==> src/rtl/mult_arbiter.sv <==
// mult_arbiter
//   Round-robin arbiter and sequencer that shares a single shift_add_mult unit
//   between N_REQ requesters. It latches the winning operand pair, pulses
//   M_ST, waits for M_DONE and returns the 2W-bit product to the granted
//   requester. If M_DONE never arrives, the multiplier is recovered with a
//   one-cycle M_RST pulse and an error response is returned.
//
// Ports
//   CLK, RST          clock, asynchronous active-low reset
//   REQ[N_REQ]        per-requester request level
//   REQ_PLIER/CAND    packed operands, requester i at [i*W +: W]
//   GNT[N_REQ]        one-hot pulse: operands captured
//   RSP_VALID[N_REQ]  one-hot pulse: result available
//   RSP_PRODUCT[2W]   result, held until the next response
//   RSP_ERR           error flag qualifying RSP_VALID (timeout)
//   BUSY              high whenever not IDLE
//   M_ST, M_RST       multiplier start pulse / active-high reset
//   M_PLIER, M_CAND   latched operands driven to the multiplier
//   M_DONE, M_PRODUCT multiplier completion and result
module mult_arbiter #(
  parameter int N_REQ   = 4,
  parameter int W       = 32,
  parameter int TIMEOUT = 80
) (
  input  logic               CLK,
  input  logic               RST,
  input  logic [N_REQ-1:0]   REQ,
  input  logic [N_REQ*W-1:0] REQ_PLIER,
  input  logic [N_REQ*W-1:0] REQ_CAND,
  output logic [N_REQ-1:0]   GNT,
  output logic [N_REQ-1:0]   RSP_VALID,
  output logic [2*W-1:0]     RSP_PRODUCT,
  output logic               RSP_ERR,
  output logic               BUSY,
  output logic               M_ST,
  output logic               M_RST,
  output logic [W-1:0]       M_PLIER,
  output logic [W-1:0]       M_CAND,
  input  logic               M_DONE,
  input  logic [2*W-1:0]     M_PRODUCT
);

  localparam int PW = (N_REQ > 1) ? $clog2(N_REQ) : 1;
  localparam int TW = $clog2(TIMEOUT + 1);

  typedef enum logic [1:0] {S_IDLE, S_ISSUE, S_WAIT, S_RESP} state_t;

  state_t          state;
  logic [PW-1:0]   ptr;
  logic [PW-1:0]   winner;
  logic [TW-1:0]   timer;
  logic            m_rst_pulse;

  logic [PW-1:0]   pick;
  logic [W-1:0]    sel_plier;
  logic [W-1:0]    sel_cand;

  function automatic logic [N_REQ-1:0] onehot(input logic [PW-1:0] idx);
    logic [N_REQ-1:0] o;
    o = '0;
    o[idx] = 1'b1;
    return o;
  endfunction

  function automatic logic [PW-1:0] next_ptr(input logic [PW-1:0] idx);
    if (idx == PW'(N_REQ - 1)) return '0;
    return idx + PW'(1);
  endfunction

  // Scan from the farthest offset down to offset 0 so the last hit, i.e. the
  // first requester at or after ptr (wrapping), is the one that sticks.
  always_comb begin
    pick = '0;
    for (int off = N_REQ - 1; off >= 0; off--) begin
      if (REQ[(int'(ptr) + off) % N_REQ]) pick = PW'((int'(ptr) + off) % N_REQ);
    end
  end

  always_comb begin
    sel_plier = REQ_PLIER[int'(pick)*W +: W];
    sel_cand  = REQ_CAND[int'(pick)*W +: W];
  end

  // The multiplier is held in reset for as long as the arbiter is, plus the
  // one-cycle recovery pulse after a timeout.
  assign M_RST = ~RST | m_rst_pulse;

  always_ff @(posedge CLK or negedge RST) begin
    if (!RST) begin
      state       <= S_IDLE;
      ptr         <= '0;
      winner      <= '0;
      timer       <= '0;
      m_rst_pulse <= 1'b0;
      GNT         <= '0;
      RSP_VALID   <= '0;
      RSP_ERR     <= 1'b0;
      RSP_PRODUCT <= '0;
      BUSY        <= 1'b0;
      M_ST        <= 1'b0;
      M_PLIER     <= '0;
      M_CAND      <= '0;
    end else begin
      case (state)
        S_IDLE: begin
          if (|REQ) begin
            winner  <= pick;
            M_PLIER <= sel_plier;
            M_CAND  <= sel_cand;
            GNT     <= onehot(pick);
            M_ST    <= 1'b1;
            BUSY    <= 1'b1;
            state   <= S_ISSUE;
          end
        end
        S_ISSUE: begin
          GNT   <= '0;
          M_ST  <= 1'b0;
          timer <= '0;
          state <= S_WAIT;
        end
        S_WAIT: begin
          timer <= timer + TW'(1);
          // timer==0 blanks a DONE left over from the previous operation;
          // DONE takes priority over a coincident timeout.
          if (M_DONE && (timer != '0)) begin
            RSP_PRODUCT <= M_PRODUCT;
            RSP_ERR     <= 1'b0;
            RSP_VALID   <= onehot(winner);
            state       <= S_RESP;
          end else if (timer == TW'(TIMEOUT)) begin
            RSP_PRODUCT <= '0;
            RSP_ERR     <= 1'b1;
            RSP_VALID   <= onehot(winner);
            m_rst_pulse <= 1'b1;
            state       <= S_RESP;
          end
        end
        S_RESP: begin
          RSP_VALID   <= '0;
          RSP_ERR     <= 1'b0;
          m_rst_pulse <= 1'b0;
          ptr         <= next_ptr(winner);
          BUSY        <= 1'b0;
          state       <= S_IDLE;
        end
        default: state <= S_IDLE;
      endcase
    end
  end

endmodule

==> config.mk <==
export PLATFORM = sky130hd
export DESIGN_NAME = mult_arbiter
export DESIGN_NICKNAME = d
export VERILOG_FILES = /design/src/rtl/mult_arbiter.sv
export SDC_FILE = /design/constraint.sdc
export NUM_CORES = 1
export LEC_CHECK = 0
export ABC_CLOCK_PERIOD_IN_PS = 2700
export CAP_MARGIN = 20
export CELL_PAD_IN_SITES_DETAIL_PLACEMENT = 1
export CELL_PAD_IN_SITES_GLOBAL_PLACEMENT = 2
export CORE_ASPECT_RATIO = 0.8
export CORE_MARGIN = 2
export CORE_UTILIZATION = 22
export CTS_BUF_LIST = sky130_fd_sc_hd__clkbuf_8
export DETAILED_ROUTE_END_ITERATION = 8
export GPL_TIMING_DRIVEN = 0
export PLACE_DENSITY_LB_ADDON = 0.3
export SLEW_MARGIN = 10
export SYNTH_ARGS = -nofsm -noshare
export SYNTH_HDL_FRONTEND = slang
export SYNTH_SLANG_ARGS = --single-unit
export TNS_END_PERCENT = 1
==> constraint.sdc <==
create_clock -name CLK -period 2.7 [get_ports CLK]
set_clock_uncertainty 0.2 [all_clocks]
set_input_delay 0.54 -clock CLK [delete_from_list [all_inputs] [get_ports CLK]]
set_output_delay 0.54 -clock CLK [all_outputs]
set_load 0.01 [all_outputs]
==> run summary <==
I/O Buffers: 466
Mapped Avg Cell Area: 11.78 um^2
Crit path launch type: primary input
Synth Area in Simple Gates: 5.981%
GR Overflow Total: 0
Vias per inst: 4.617
Power, Total: 0.01288 W
Critical path class: in -> reg
Synth Area in XOR/XNOR: 0.1169%
Yosys warning count: 0
Synthesized Nets: 974
Largest family of logic cells by synthesized area: compound AO/OA/AOI/OAI gates
Largest cells by area after synthesis: dfrtp_1 (51%), mux2i_1 (17%), a22o_1 (8.0%)
Nets: 1461
Hold Fails Final Rpt: 83
Post-DP HPWL: 27020 um
Mapped cell area: 7490 um^2
Gpl congestion: 0.8112
CORE AREA: 33560 um^2
Wirelength per Cell: 21.93 um
Final core utilization: 39.32%
Worst-Margin Slew: 0.6215 ns
Worst EP arrival: 2.72 ns
Chip height: 169.0 um
Synth Area in Adders: 1.838%
Max VDD drop: 0.0003662 V
Die width: 210.3 um
Global-route wire length before repair: 50150 um
Via count: 7244
DRC Markers: 0
Final Routed Wirelength: 34410 um
Slew headroom: 58.13%
Synth top area share: 51.12%
TNS Setup: 0 ns
Hold Path Class: in -> async
Failing checks: hold timing
Skew-Pair Late Insertion Delay: 0.48 ns
TritonCTS buffer count: 17
CTS Buffer Depth: 2
Clk root buf: clkbuf_8
Vias in the first global route: 7798
Fin crit share: 95.21%
Most common cell after layout, fill and taps aside: clkdlybuf4s50_1
Static leakage: 5.865 nW
Top-level port count: 467
Yosys reg bits: 153
Layout fillers: 3692
Post-Syn Instances: 636
WHS: -0.2498 ns
Worst Path Max Fanout: 10
Complex-gate fraction of the synthesized area: 18.81%
Final slew viol count: 0
1st-pass router iterations: 5
CTS sink count: 153
Row count: 60
Unrepaired setup endpoints after global routing: yes
Tmin final: 2.571 ns
FMAX: 389.0 MHz
Outcome: complete, but fails checks
Power per cell area: 975.9 nW/um^2
Max-Cap Viols: 0
Setup crit end kind: flip-flop
Final setup vio count: 0
Share of layout cells above drive strength 1: 7.143%
Sequential area share after synthesis: 51.12%
H-tree lvl count: 4
Mux contribution to synthesized area: 17.54%
Worst-path clk slew: 0.10 ns
TritonCTS clock tree: done
Synth cell types: 39
Gr usage total: 18.99%
Post-route ant nets: 0
Worst endpoint required time: 2.85 ns
Initial antenna violation count: 1
Largest net degree at the start of global routing: 85
Synth area leader: dfrtp_1
Initial Utilization: 22.32%
Die Area: 35550 um^2
DR iter-0 viols: 345
Synth-to-layout area growth: 76.16%
Most frequent cells in the layout: clkdlybuf4s50_1 (465), dfrtp_1 (153), mux2i_1 (128)
[worst paths after layout]
kind	from	end	slack [ns]	cells past startpoint
min in group CLK	M_PLIER[30]	M_PLIER[30]	0.29	2
max	REQ[2]	M_PLIER[6]	0.13	8
max in group asynchronous	RST	RSP_PRODUCT[25]	1.88	2
min reg2reg	M_PLIER[30]	M_PLIER[30]	0.29	2
max reg2reg	timer[0]	RSP_PRODUCT[17]	0.27	7
min	RST	RSP_PRODUCT[57]	-0.25	1
[worst max-delay path, cell delays in order]
cell and delay (ns):
clkdlybuf4s50_1 0.54, nor2b_2 0.21, a21o_1 0.10, a211o_1 0.11, buf_2 0.22, buf_2 0.40, mux2i_1 0.43, o221ai_1 0.15
[per-layer routing]
metal / GRT usage [%] / wire length [um]
met1: 24.29 / 14710
met2: 32.23 / 17550
met3: 4.527 / 1599
met4: 4.841 / 551
met5: 0 / 0
[flip-flops by register name, indices dropped and copies added (netlist names)]
name,cells
BUSY,1
ptr,2
timer,7
RSP_VALID,4
state,2
winner,2
M_CAND,32
RSP_PRODUCT,64
M_PLIER,32
M_ST,1
m_rst_pulse,1
GNT,4
RSP_ERR,1
[area by class of cell]
cell class	instances	area (um^2)	area share, %
Clock buffer	18	247.7	1.878
Tap cell	434	543.0	4.116
Multi-Input combinational cell	418	3332	25.25
Buffer	55	340.3	2.579
Inverter	10	37.54	0.2845
Sequential cell	153	3829	29.02
Timing Repair Buffer	468	4735	35.88
Clock inverter	12	127.6	0.9673
Antenna cell	1	2.502	0.01897
[synth_stat cells, drive strengths merged]
cell and n:
a211o 1, a21boi 1, a21o 2, a21oi 7, a22o 68, a31oi 1
a32o 2, and2 1, and3b 1, buf 33, clkbuf 22, dfrtp 153
ha 11, inv 10, mux2 2, mux2i 129, nand2 80, nand2b 4
nand3 6, nand4 1, nor2 7, nor2b 3, nor4 1, o211ai 1
o21a 1, o21ai 9, o221ai 64, o22ai 3, o311a 2, o31ai 2
o32a 2, o32ai 1, o41ai 2, or3 1, or4b 1, xor2 1
[repair_timing]
| action | 4_1_cts | 5_1_grt |
|---|---|---|
| setup endpoints to repair | 62 | 60 |
| pin swaps | 0 | 0 |
| gates resized for setup | 14 | 15 |
| buffers inserted | 0 | 0 |
| cloned | 0 | 1 |
| hold endpoints to repair | 83 | 83 |
[metrics by stage]
stage / worst slack [ns] / instances / instance area, um^2 / hold WS, ns
after CTS: -0.05777 / 1567 / 13140 / -0.2586
after floorplan: 0.4868 / 636 / 7490 / 0.04441
after global routing: -0.02760 / 1568 / 13190 / -0.2541
final: 0.1294 / 1569 / 13190 / -0.2498
after detailed placement: -0.6795 / 1537 / 12730 / 0.2733
after global placement: -6.307 / 1536 / 12700 / 0.2684
[cells by family after synthesis]
| kind of cell | Yosys count |
|---|---|
| buf+inv | 65 |
| mux | 131 |
| flops | 153 |
| xor+xnor | 1 |
| compound gates | 169 |
| simple gates | 106 |
| fa+ha+maj | 11 |
[power by group]
part	switching [W]	leakage [nW]	internal [W]
logic	0.00339	3.75	0.00371
clock network	0.000985	0.188	0.000831
registers	0.000613	1.92	0.00334
total	0.00499	5.86	0.00789
Note: power is estimated with default switching activity, not from simulation.
